## config.mk

```make
export PLATFORM = sky130hd
export DESIGN_NAME = uart_rx_scheduler_flat
export DESIGN_NICKNAME = d
export VERILOG_FILES = /design/src/rtl/uart_rx_scheduler_pkg.sv /design/src/rtl/uart_rx_scheduler_if.sv /design/src/rtl/uart_rx_scheduler_fifo.sv /design/src/rtl/uart_rx_scheduler.sv /design/src/flat_wrapper.sv
export SDC_FILE = /design/constraint.sdc
export NUM_CORES = 1
export LEC_CHECK = 0
export ABC_AREA = 1
export CAP_MARGIN = 20
export CELL_PAD_IN_SITES_DETAIL_PLACEMENT = 1
export CELL_PAD_IN_SITES_GLOBAL_PLACEMENT = 1
export CORE_MARGIN = 4
export CORE_UTILIZATION = 30
export CTS_BUF_LIST = sky130_fd_sc_hd__clkbuf_8 sky130_fd_sc_hd__clkbuf_16
export DETAILED_ROUTE_END_ITERATION = 12
export GPL_TIMING_DRIVEN = 0
export PLACE_DENSITY = 0.55
export SYNTH_ARGS = -nofsm -noshare
export SYNTH_HDL_FRONTEND = slang
export SYNTH_SLANG_ARGS = --single-unit
```

## constraint.sdc

```tcl
create_clock -name clk -period 6.95 [get_ports clk]
set_input_delay 0.695 -clock clk [delete_from_list [all_inputs] [get_ports clk]]
set_output_delay 0.695 -clock clk [all_outputs]
set_load 0.05 [all_outputs]
```

## src/rtl/uart_rx_scheduler_pkg.sv

```systemverilog
// Shared types and helpers for the UART receive scheduler: FSM state encoding,
// default byte width and a constant-safe log2 used to size pointers and counters.
package uart_sched_pkg;

    localparam int DATA_W_DEF = 8;

    typedef enum logic [1:0] {
        IDLE = 2'd0,
        INT  = 2'd1,
        WAIT = 2'd2
    } state_t;

    // Smallest r with 2**r >= v.
    function automatic int clog2(input int v);
        int r;
        r = 0;
        while ((1 << r) < v) r++;
        return r;
    endfunction

endpackage

```

## src/rtl/uart_rx_scheduler_if.sv

```systemverilog
// Bundle of receiver-side and CPU-side signals of the scheduler; slave is the
// scheduler's view, master is the view of whatever drives it.
interface uart_rx_scheduler_if
    import uart_sched_pkg::*;
#(
    parameter int DATA_W = DATA_W_DEF,
    parameter int DEPTH  = 4
) ();
    localparam int PW = clog2(DEPTH) + 1;

    logic              rx_valid;
    logic [DATA_W-1:0] rx_data;
    logic              rx_frame_err;
    logic [DATA_W-1:0] uart_to_cpu_buf;
    logic              read_int;
    logic              cpu_end_read;
    logic              overrun;
    logic              overrun_clr;
    logic [7:0]        frame_err_cnt;
    logic [PW-1:0]     fifo_level;

    modport slave (
        input  rx_valid, rx_data, rx_frame_err, cpu_end_read, overrun_clr,
        output uart_to_cpu_buf, read_int, overrun, frame_err_cnt, fifo_level
    );

    modport master (
        output rx_valid, rx_data, rx_frame_err, cpu_end_read, overrun_clr,
        input  uart_to_cpu_buf, read_int, overrun, frame_err_cnt, fifo_level
    );

endinterface

```

## src/rtl/uart_rx_scheduler_fifo.sv

```systemverilog
// Small byte FIFO with one extra pointer bit for full/empty disambiguation.
// The caller is responsible for never pushing when full without a pop.
module uart_byte_fifo
    import uart_sched_pkg::*;
#(
    parameter int DATA_W = DATA_W_DEF,
    parameter int DEPTH  = 4,
    localparam int AW    = clog2(DEPTH),
    localparam int PW    = AW + 1
) (
    input  logic              clk,
    input  logic              rst_n,
    input  logic              push,
    input  logic [DATA_W-1:0] push_data,
    input  logic              pop,
    output logic [DATA_W-1:0] head,
    output logic              empty,
    output logic              full,
    output logic [PW-1:0]     level
);

    logic [DATA_W-1:0] mem_q [DEPTH];
    logic [PW-1:0]     wr_ptr_q, wr_ptr_d;
    logic [PW-1:0]     rd_ptr_q, rd_ptr_d;

    // Storage needs no reset: nothing is read before it has been written.
    for (genvar gi = 0; gi < DEPTH; gi++) begin : g_mem
        always_ff @(posedge clk) begin
            if (push && (wr_ptr_q[AW-1:0] == AW'(gi)))
                mem_q[gi] <= push_data;
        end
    end

    always_comb begin
        wr_ptr_d = wr_ptr_q + PW'(push);
        rd_ptr_d = rd_ptr_q + PW'(pop);
    end

    always_ff @(posedge clk or negedge rst_n) begin
        if (!rst_n) begin
            wr_ptr_q <= '0;
            rd_ptr_q <= '0;
        end else begin
            wr_ptr_q <= wr_ptr_d;
            rd_ptr_q <= rd_ptr_d;
        end
    end

    assign head  = mem_q[rd_ptr_q[AW-1:0]];
    assign empty = (wr_ptr_q == rd_ptr_q);
    assign full  = (wr_ptr_q[AW] != rd_ptr_q[AW]) &&
                   (wr_ptr_q[AW-1:0] == rd_ptr_q[AW-1:0]);
    assign level = wr_ptr_q - rd_ptr_q;

endmodule

```

## src/rtl/uart_rx_scheduler.sv

```systemverilog
// Buffers received bytes and hands them to the CPU one at a time with an
// interrupt, waiting for an acknowledge edge and re-raising the interrupt on timeout.
module uart_rx_scheduler
    import uart_sched_pkg::*;
#(
    parameter int DATA_W  = DATA_W_DEF,
    parameter int DEPTH   = 4,
    parameter int INT_LEN = 2,
    parameter int TIMEOUT = 1024
) (
    input  logic                 clk,
    input  logic                 rst_n,
    uart_rx_scheduler_if.slave   bus
);

    localparam int IW = clog2(INT_LEN + 1);
    localparam int TW = (TIMEOUT > 0) ? clog2(TIMEOUT + 1) : 1;

    logic              end_read_q;
    logic              overrun_q, overrun_d;
    logic [7:0]        fec_q, fec_d;
    state_t            state_q;
    logic [DATA_W-1:0] buf_q;
    logic              read_int_q;
    logic [IW-1:0]     icnt_q;
    logic [TW-1:0]     tcnt_q;

    logic              ack, rx_ok, push, pop, ovr_set;
    logic              empty, full;
    logic [DATA_W-1:0] head;

    uart_byte_fifo #(.DATA_W(DATA_W), .DEPTH(DEPTH)) u_fifo (
        .clk       (clk),
        .rst_n     (rst_n),
        .push      (push),
        .push_data (bus.rx_data),
        .pop       (pop),
        .head      (head),
        .empty     (empty),
        .full      (full),
        .level     (bus.fifo_level)
    );

    // A full FIFO still accepts a byte when the head leaves in the same cycle.
    always_comb begin
        ack     = bus.cpu_end_read & ~end_read_q;
        rx_ok   = bus.rx_valid & ~bus.rx_frame_err;
        pop     = (state_q == IDLE) & ~empty;
        push    = rx_ok & (~full | pop);
        ovr_set = rx_ok & full & ~pop;

        overrun_d = overrun_q;
        if (ovr_set)
            overrun_d = 1'b1;
        else if (bus.overrun_clr)
            overrun_d = 1'b0;

        fec_d = fec_q;
        if (bus.rx_valid && bus.rx_frame_err && (fec_q != 8'hFF))
            fec_d = fec_q + 8'd1;
    end

    // end_read_q resets high so an acknowledge line already high is not an edge.
    always_ff @(posedge clk or negedge rst_n) begin
        if (!rst_n) begin
            end_read_q <= 1'b1;
            overrun_q  <= 1'b0;
            fec_q      <= '0;
        end else begin
            end_read_q <= bus.cpu_end_read;
            overrun_q  <= overrun_d;
            fec_q      <= fec_d;
        end
    end

    always_ff @(posedge clk or negedge rst_n) begin
        if (!rst_n) begin
            state_q    <= IDLE;
            buf_q      <= '0;
            read_int_q <= 1'b0;
            icnt_q     <= '0;
            tcnt_q     <= '0;
        end else begin
            case (state_q)
                IDLE: begin
                    if (!empty) begin
                        buf_q      <= head;
                        read_int_q <= 1'b1;
                        icnt_q     <= IW'(INT_LEN - 1);
                        state_q    <= INT;
                    end
                end
                INT: begin
                    if (ack) begin
                        read_int_q <= 1'b0;
                        state_q    <= IDLE;
                    end else if (icnt_q == '0) begin
                        read_int_q <= 1'b0;
                        tcnt_q     <= '0;
                        state_q    <= WAIT;
                    end else begin
                        icnt_q <= icnt_q - IW'(1);
                    end
                end
                WAIT: begin
                    if (ack) begin
                        state_q <= IDLE;
                    end else if ((TIMEOUT != 0) && (tcnt_q == TW'(TIMEOUT - 1))) begin
                        // Re-issue for the byte already in buf_q; the FIFO is untouched.
                        read_int_q <= 1'b1;
                        icnt_q     <= IW'(INT_LEN - 1);
                        state_q    <= INT;
                    end else begin
                        tcnt_q <= tcnt_q + TW'(1);
                    end
                end
                default: state_q <= IDLE;
            endcase
        end
    end

    assign bus.uart_to_cpu_buf = buf_q;
    assign bus.read_int        = read_int_q;
    assign bus.overrun         = overrun_q;
    assign bus.frame_err_cnt   = fec_q;

endmodule

```

## src/flat_wrapper.sv

```systemverilog
// flat-port wrapper written by rule: the top's interface ports become plain ports
module uart_rx_scheduler_flat import uart_sched_pkg::*;
#(
    parameter int DATA_W  = DATA_W_DEF,
    parameter int DEPTH   = 4,
    parameter int INT_LEN = 2,
    parameter int TIMEOUT = 1024
)
  (clk, rst_n, bus_rx_valid, bus_rx_data, bus_rx_frame_err, bus_cpu_end_read, bus_overrun_clr, bus_uart_to_cpu_buf, bus_read_int, bus_overrun, bus_frame_err_cnt, bus_fifo_level);
  uart_rx_scheduler_if #(.DATA_W(DATA_W), .DEPTH(DEPTH)) bus_i ();
  input  logic clk;
  input  logic rst_n;
  input wire logic [$bits(bus_i.rx_valid)-1:0] bus_rx_valid;
  input wire logic [$bits(bus_i.rx_data)-1:0] bus_rx_data;
  input wire logic [$bits(bus_i.rx_frame_err)-1:0] bus_rx_frame_err;
  input wire logic [$bits(bus_i.cpu_end_read)-1:0] bus_cpu_end_read;
  input wire logic [$bits(bus_i.overrun_clr)-1:0] bus_overrun_clr;
  output wire logic [$bits(bus_i.uart_to_cpu_buf)-1:0] bus_uart_to_cpu_buf;
  output wire logic [$bits(bus_i.read_int)-1:0] bus_read_int;
  output wire logic [$bits(bus_i.overrun)-1:0] bus_overrun;
  output wire logic [$bits(bus_i.frame_err_cnt)-1:0] bus_frame_err_cnt;
  output wire logic [$bits(bus_i.fifo_level)-1:0] bus_fifo_level;
  assign bus_i.rx_valid = bus_rx_valid;
  assign bus_i.rx_data = bus_rx_data;
  assign bus_i.rx_frame_err = bus_rx_frame_err;
  assign bus_i.cpu_end_read = bus_cpu_end_read;
  assign bus_i.overrun_clr = bus_overrun_clr;
  assign bus_uart_to_cpu_buf = bus_i.uart_to_cpu_buf;
  assign bus_read_int = bus_i.read_int;
  assign bus_overrun = bus_i.overrun;
  assign bus_frame_err_cnt = bus_i.frame_err_cnt;
  assign bus_fifo_level = bus_i.fifo_level;
  uart_rx_scheduler #(.DATA_W(DATA_W), .DEPTH(DEPTH), .INT_LEN(INT_LEN), .TIMEOUT(TIMEOUT)) u_core (.clk(clk), .rst_n(rst_n), .bus(bus_i));
endmodule
```

# Word level (Yosys, flattened, before mapping)
# Memories as Yosys holds them, arrays and structs flattened. A register that Yosys moved wholly into a read port is not among the register bits.
# Cells that the tools add are included.
[word_totals]
n_memories = 1
reg_bits = 32
inputBits = 14
out_inout_bits = 21
word_cells = 109
ram_bits = 32
[memory_table]
columns = ["memory", "words", "width", "rd", "rd_ports_with_merged_regs", "wr", "line", "rtl"]
rows = [
  ["u_core.u_fifo.mem_q", 4, 8, 1, 1, 1, "uart_rx_scheduler_fifo.sv:22", "logic [DATA_W-1:0] mem_q [DEPTH];"],
]
[op_classes]
bitwise = 12
n_addsub = 6
eq_ne = 19
n_mux = 40
n_reduce_logical = 22
[op_table]
columns = ["cell", "count"]
rows = [
  ["$mux W11", 4],
  ["$mux W8", 3],
  ["$reduce_or A8 Y1", 3],
  ["$mux W2", 11],
  ["$pmux W11 S2", 1],
  ["$mux W1", 18],
  ["$pmux W2 S3", 2],
  ["$add A11 B1 Y11 const B", 1],
  ["$eq A11 B10 Y1 const B", 1],
  ["$ne A2 B2 Y1 const B", 5],
  ["$reduce_and A5 Y1", 2],
  ["$add A8 B1 Y8 const B", 1],
  ["$ne A8 B8 Y1 const B", 1],
  ["$logic_and A1 B1 Y1", 7],
  ["$add A3 B1 Y3", 2],
  ["$and A1 B1 Y1", 6],
  ["$eq A2 B2 Y1 const B", 3],
  ["$logic_not A2 Y1", 3],
  ["$ne A3 B1 Y1 const B", 2],
  ["$reduce_and A6 Y1", 1],
  ["$not A1 Y1", 5],
  ["$eq A2 B1 Y1 const B", 2],
  ["$ne A2 B1 Y1 const B", 2],
  ["$reduce_bool A2 Y1", 2],
  ["11 further kinds", 11],
]

# Logic depth before layout (Yosys ltp)
[logic_depth]
word_depth = 12
depth_mapped = 11
depth_no_buf = 10

# Cells and area by module
# Synthesis repeated with hierarchy kept, for this count alone.
[unflattened]
cells_unflattened = 387
area_unflattened_um2 = 3505.9
[by_module_without_submodules]
columns = ["mod", "seq_area_each_um2", "n_inst", "area_each_um2", "cells_per_inst"]
rows = [
  ["uart_byte_fifo", 1111.1, 1, 1767.9, 162],
  ["uart_rx_scheduler", 852.1, 1, 1737.9, 225],
]

# Least setup slack after synthesis
# Ideal clock, no wire load.
[synth_timing]
path_kind = "register to output"
startpoint = "register u_core.u_fifo.wr_ptr_q[0]"
endpoint = "output port bus_fifo_level[2]"
path_buffers = 0
stages_incl_launch_ff = 5
t_required_ns = 6.255
t_arrival_ns = 1.919
slack_ns = 4.336
cell_sequence = "dfrtp_1 > inv_1 > ha_1 > fa_1 > xnor2_1"
[synth_via]
elab_chain_len = 1
[synth_rtl]
columns = ["item", "line", "rtl"]
rows = [
  ["from (decl)", "uart_rx_scheduler_fifo.sv:23", "logic [PW-1:0] wr_ptr_q, wr_ptr_d;"],
  ["from (signal assigned)", "uart_rx_scheduler_fifo.sv:44", "wr_ptr_q <= wr_ptr_d;"],
  ["$sub A3 B3 Y3", "uart_rx_scheduler_fifo.sv:53", "assign level = wr_ptr_q - rd_ptr_q;"],
  ["to (decl)", "flat_wrapper.sv:22", "output wire logic [$bits(bus_i.fifo_level)-1:0] bus_fifo_level;"],
]
# No other way between the ends.

# Worst setup path in the final report
[layout_timing]
startpoint = "register u_core.u_fifo.rd_ptr_q[1]"
endpoint = "memory u_core.u_fifo.mem_q[2][3] in the netlist's numbering, enable pin"
[layout_via]
elab_chain_len = 12
word_cells_on_any_way = 29
cone_classes = "2 x eq/ne; 14 x mux; 5 x bitwise; 8 x reduce/logical"
[layout_rtl]
columns = ["item", "line", "rtl"]
rows = [
  ["from (decl)", "uart_rx_scheduler_fifo.sv:24", "logic [PW-1:0] rd_ptr_q, rd_ptr_d;"],
  ["from (signal assigned)", "uart_rx_scheduler_fifo.sv:45", "rd_ptr_q <= rd_ptr_d;"],
  ["$eq A3 B3 Y1 / $eq A2 B2 Y1 (equally long branches)", "uart_rx_scheduler_fifo.sv:50, uart_rx_scheduler_fifo.sv:52", ""],
  ["$not A1 Y1 / $logic_and A1 B1 Y1 (equally long branches)", "uart_rx_scheduler.sv:48, uart_rx_scheduler_fifo.sv:51", ""],
  ["$and A1 B1 Y1 / $not A1 Y1 (equally long branches)", "uart_rx_scheduler.sv:48, uart_rx_scheduler.sv:49", ""],
  ["$or A1 B1 Y1 *", "uart_rx_scheduler.sv:49", "push = rx_ok & (~full | pop);"],
  ["$and A1 B1 Y1 *", "uart_rx_scheduler.sv:49", ""],
  ["$logic_and A1 B1 Y1", "uart_rx_scheduler_fifo.sv:29", "if (push && (wr_ptr_q[AW-1:0] == AW'(gi)))"],
  ["$mux W1", "uart_rx_scheduler_fifo.sv:29", ""],
  ["$mux W1 (not written as such)", "uart_rx_scheduler_fifo.sv:30", "mem_q[gi] <= push_data;"],
  ["$reduce_or A8 Y1 (no source line)", "-", ""],
  ["$mux W2 (no source line) / $mux W1 (equally long branches) (3 in series)", "-", ""],
  ["to (decl)", "uart_rx_scheduler_fifo.sv:22", ""],
]
# Mark *: on every way between the ends. The rest lies on a longest branch, timed or not.

==> report_table.html <==
<table>
<tr><th>Metric</th><th>Value</th></tr>
<tr><th colspan="2">Run status</th></tr>
<tr><td>Result of the run</td><td>finished clean</td></tr>
<tr><th colspan="2">CTS</th></tr>
<tr><td>Clock insertion delay at the later pin of the skew report</td><td>between 300 and 400 ps</td></tr>
<tr><td>CTS tree</td><td>built</td></tr>
<tr><td>Post-CTS Hold Buffers</td><td>0</td></tr>
<tr><td>Deepest level of the CTS H-tree</td><td>3</td></tr>
<tr><td>Clock buffers created by TritonCTS</td><td>9</td></tr>
<tr><td>Root cell of the clock tree</td><td>sky130_fd_sc_hd__clkbuf_16</td></tr>
<tr><td>Sinks on Clock Net</td><td>72</td></tr>
<tr><td>Cells resized by post-CTS repair</td><td>0</td></tr>
<tr><td>Clock-pin slew on the worst setup and hold paths</td><td>approximately 60 ps</td></tr>
<tr><td>Post-CTS setup-driven buffer insertion count</td><td>0</td></tr>
<tr><td>Number of buffers on the longest clock path</td><td>2</td></tr>
<tr><th colspan="2">Critical path</th></tr>
<tr><td>CP Data Required Time</td><td>6990 ps</td></tr>
<tr><td>Highest fanout seen on the critical path</td><td>9</td></tr>
<tr><td>Kind of critical path</td><td>reg2reg</td></tr>
<tr><td>CP endpoint kind</td><td>flop</td></tr>
<tr><td>Arr. time, crit path</td><td>3230 ps</td></tr>
<tr><td>Startpoint type of the worst setup path</td><td>flop</td></tr>
<tr><th colspan="2">Drt</th></tr>
<tr><td>Number of vias per cell</td><td>4.66</td></tr>
<tr><td>Detailed-route via count</td><td>about 2600</td></tr>
<tr><td>Initial DRT Pass Iterations</td><td>4</td></tr>
<tr><td>Number of DRC violations after detailed routing</td><td>0</td></tr>
<tr><td>Number of nets with antenna violations after routing</td><td>0</td></tr>
<tr><td>Wire length per cell after detailed routing</td><td>14.5 µm</td></tr>
<tr><td>Number of DRC markers after the initial detailed-route iteration</td><td>88</td></tr>
<tr><td>Post-detailed-routing wire length</td><td>8.06 mm</td></tr>
<tr><th colspan="2">Timing</th></tr>
<tr><td>Final setup TNS</td><td>0 ps</td></tr>
<tr><td>RSZ-0062 raised after global routing</td><td>no</td></tr>
<tr><td>Final setup violating endpoints</td><td>0</td></tr>
<tr><td>Worst relative slew slack</td><td>42.6%</td></tr>
<tr><td>Max-slew violations</td><td>0</td></tr>
<tr><td>Minimum period implied by the final worst setup slack</td><td>between 3000 and 4000 ps</td></tr>
<tr><td>Slew at the pin closest to its max-slew limit</td><td>roughly 860 ps</td></tr>
<tr><td>Number of failing hold endpoints at the final stage</td><td>0</td></tr>
<tr><td>Fmax</td><td>313 MHz</td></tr>
<tr><td>Period utilization</td><td>46.0%</td></tr>
<tr><td>Setup skew after layout</td><td>7.70 ps</td></tr>
<tr><th colspan="2">Final layout</th></tr>
<tr><td>Area grow syn2layout</td><td>25.0%</td></tr>
<tr><td>Post-Layout Inst Area</td><td>0.00428 mm²</td></tr>
<tr><td>Most frequent standard cell in the layout excluding fill and tap cells</td><td>sky130_fd_sc_hd__nand2_1</td></tr>
<tr><td>Number of inserted diodes</td><td>0</td></tr>
<tr><td>Number of fillers in the final layout</td><td>1243</td></tr>
<tr><td>Highest-count cells in the layout ignoring fill and taps</td><td>sky130_fd_sc_hd__nand2_1 (77), sky130_fd_sc_hd__nor2_1 (51), sky130_fd_sc_hd__inv_1 (46), sky130_fd_sc_hd__dfrtp_1 (39), sky130_fd_sc_hd__clkdlybuf4s50_1 (33)</td></tr>
<tr><td>Proportion of layout cells with a drive suffix above 1</td><td>a little over 8%</td></tr>
<tr><td>Final #Nets</td><td>441</td></tr>
<tr><th colspan="2">Hold path</th></tr>
<tr><td>Hold crit path type</td><td>in2async</td></tr>
<tr><th colspan="2">Global route</th></tr>
<tr><td>Total global routing track utilization</td><td>between 10% and 20%</td></tr>
<tr><td>Number of antenna violations at the first check in global routing</td><td>0</td></tr>
<tr><td>Via count of the first global-routing pass</td><td>approximately 2700</td></tr>
<tr><td>Wire length of the first global-routing pass</td><td>13.6 mm</td></tr>
<tr><td>Total overflow reported by the global router</td><td>0</td></tr>
<tr><td>Pin count of the biggest net entering global routing</td><td>33</td></tr>
<tr><th colspan="2">Power</th></tr>
<tr><td>Reported leakage power</td><td>1.82 nW</td></tr>
<tr><td>Maximum vdd drop</td><td>around 0.28 mV</td></tr>
<tr><td>Power density over the cells</td><td>473 mW/mm²</td></tr>
<tr><th colspan="2">Placed design</th></tr>
<tr><td>Routability congestion estimate</td><td>approximately 0.73</td></tr>
<tr><td>Buffers added on ports</td><td>34</td></tr>
<tr><td>Post-detailed-placement cell area</td><td>~0.004 mm²</td></tr>
<tr><td>Detail Placement HPWL</td><td>5.91 mm</td></tr>
<tr><th colspan="2">Floorplan</th></tr>
<tr><td>Die Outline Area</td><td>0.0132 mm²</td></tr>
<tr><td>Vertical die dimension</td><td>115 µm</td></tr>
<tr><td>Top-level port count</td><td>35</td></tr>
<tr><td>Die Wd</td><td>115 µm</td></tr>
<tr><td>Starting density of the core</td><td>31.2%</td></tr>
<tr><td>Number of core rows</td><td>38</td></tr>
<tr><td>Area of the placeable core</td><td>0.0110 mm²</td></tr>
<tr><th colspan="2">Synth</th></tr>
<tr><td>Synthesized netlist net count</td><td>a little under 400</td></tr>
<tr><td>Post-synth cell types</td><td>30</td></tr>
<tr><td>Sequential fraction of the synthesis area</td><td>57.4%</td></tr>
<tr><td>Synthesis warning total</td><td>0</td></tr>
<tr><td>Average footprint of a synthesized cell</td><td>about 9.4 µm²</td></tr>
<tr><td>Cells after Synth</td><td>between 300 and 400</td></tr>
<tr><td>Cell area after technology mapping</td><td>0.00342 mm²</td></tr>
<tr><td>Number of register bits inferred by synthesis</td><td>72</td></tr>
<tr><th colspan="2">Flow run</th></tr>
<tr><td>Max-cap violations</td><td>0</td></tr>
</table>
flip-flops by register name, indices dropped and copies added (netlist names):
signal / cells
u_core.icnt_q: 2
u_core.bus.overrun: 1
u_core.bus.uart_to_cpu_buf: 8
u_core.bus.read_int: 1
u_core.u_fifo.rd_ptr_q: 3
u_core.u_fifo.wr_ptr_q: 3
u_core.tcnt_q: 11
u_core.end_read_q: 1
u_core.bus.frame_err_cnt: 8
u_core.state_q: 2
u_core.u_fifo.mem_q: 32
path summary, 6_finish.rpt:
path / startpoint / end / slack (ps) / depth (start not counted)
setup / recovery: u_core.u_fifo.rd_ptr_q[1] / u_core.u_fifo.mem_q[2][3] / 3760 / 9
hold / removal: rst_n / u_core.bus.uart_to_cpu_buf[6] / 220 / 1
setup reg to reg: u_core.u_fifo.rd_ptr_q[1] / u_core.u_fifo.mem_q[2][3] / 3760 / 9
hold reg to reg: u_core.bus.read_int / u_core.bus.read_int / 470 / 2
max in group asynchronous: rst_n / u_core.end_read_q / 6220 / 2
min in group clk: u_core.bus.read_int / u_core.bus.read_int / 470 / 2
report_power, final:
group          switching (mW)  total, mW  leakage [nW]  internal (mW)
combinational           0.636      0.946         0.882          0.310
sequential             0.0664      0.615         0.791          0.548
clock                   0.185      0.464         0.144          0.278
total                   0.887       2.02          1.82           1.14
cells in the mapped netlist:
cell type | number | share of area [%]
sky130_fd_sc_hd__a21oi_1 | 1 | 0.15
sky130_fd_sc_hd__a21oi_4 | 1 | 0.48
sky130_fd_sc_hd__a31oi_1 | 8 | 1.5
sky130_fd_sc_hd__buf_2 | 2 | 0.29
sky130_fd_sc_hd__buf_4 | 2 | 0.44
sky130_fd_sc_hd__buf_6 | 1 | 0.33
sky130_fd_sc_hd__clkbuf_1 | 2 | 0.22
sky130_fd_sc_hd__clkinv_1 | 1 | 0.11
sky130_fd_sc_hd__dfrtp_1 | 39 | 29
sky130_fd_sc_hd__dfstp_2 | 1 | 0.77
sky130_fd_sc_hd__edfxtp_1 | 32 | 28
sky130_fd_sc_hd__fa_1 | 1 | 0.59
sky130_fd_sc_hd__ha_1 | 13 | 4.8
sky130_fd_sc_hd__inv_1 | 45 | 4.9
sky130_fd_sc_hd__inv_2 | 1 | 0.11
sky130_fd_sc_hd__nand2_1 | 77 | 8.4
sky130_fd_sc_hd__nand3_1 | 26 | 3.8
sky130_fd_sc_hd__nand3_2 | 1 | 0.29
sky130_fd_sc_hd__nand3b_1 | 3 | 0.66
sky130_fd_sc_hd__nand4_1 | 6 | 1.1
sky130_fd_sc_hd__nor2_1 | 51 | 5.6
sky130_fd_sc_hd__nor2_2 | 1 | 0.18
sky130_fd_sc_hd__nor2_4 | 1 | 0.33
sky130_fd_sc_hd__nor3_1 | 8 | 1.2
sky130_fd_sc_hd__o21ai_0 | 29 | 4.2
sky130_fd_sc_hd__o21ai_2 | 1 | 0.26
sky130_fd_sc_hd__o21ai_4 | 1 | 0.48
sky130_fd_sc_hd__o22ai_1 | 1 | 0.18
sky130_fd_sc_hd__xnor2_1 | 4 | 1.0
sky130_fd_sc_hd__xor2_1 | 4 | 1.0
layer usage:
metal  track usage [%]  vias up  routed length (µm)
li1                  -     1297                   -
met1              17.1     1256                3730
met2              22.2       37                3900
met3              3.37       11                 314
met4              5.01        0                 119
met5                 0        -                   0
cell families after synthesis:
logic type | after synthesis | synth area share, %
buffers and inverters | 54 | 6.43
flip-flops | 72 | 57.4
XOR/XNOR | 8 | 2.05
AND/OR/NAND/NOR | 174 | 21.6
adder cells (fa/ha/maj) | 14 | 5.34
AO/OA/AOI/OAI | 42 | 7.24
area by class of cell:
cell class                 count  area (µm²)  area share [%]
buffer                         7        43.8            1.02
clock buffer                   9         225            5.27
clock inverter                 7        71.3            1.67
inverter                      47         176            4.13
multi-input combinational    238        1240            29.1
sequential                    72        1960            45.9
tap                          140         175            4.10
timing repair buffer          38         378            8.84
per-stage QoR:
| step | cells | utilization [%] | setup WS [ps] | power, mW | hold WS [ps] |
|---|---|---|---|---|---|
| final | 558 | 38.9 | 3760 | 2.02 | 221 |
| after detailed placement | 542 | 36.2 | 3640 | 1.59 | 465 |
| after CTS | 558 | 38.9 | 3610 | 2.06 | 224 |
| after global placement | 538 | 35.9 | 3400 | 1.57 | 457 |
| after floorplan | 364 | - | 4340 | 1.27 | 399 |
| after global routing | 558 | 38.9 | 3510 | 2.18 | 228 |
critical path, stage by stage (launching register included):
cell	delay, ps
sky130_fd_sc_hd__dfrtp_1	380
sky130_fd_sc_hd__buf_2	260
sky130_fd_sc_hd__clkinv_1	350
sky130_fd_sc_hd__ha_1	400
sky130_fd_sc_hd__nand2_1	70
sky130_fd_sc_hd__inv_1	80
sky130_fd_sc_hd__nand4_1	160
sky130_fd_sc_hd__nand3_1	230
sky130_fd_sc_hd__nor3_1	700
sky130_fd_sc_hd__buf_4	270
(Power assumes the default switching activity.)
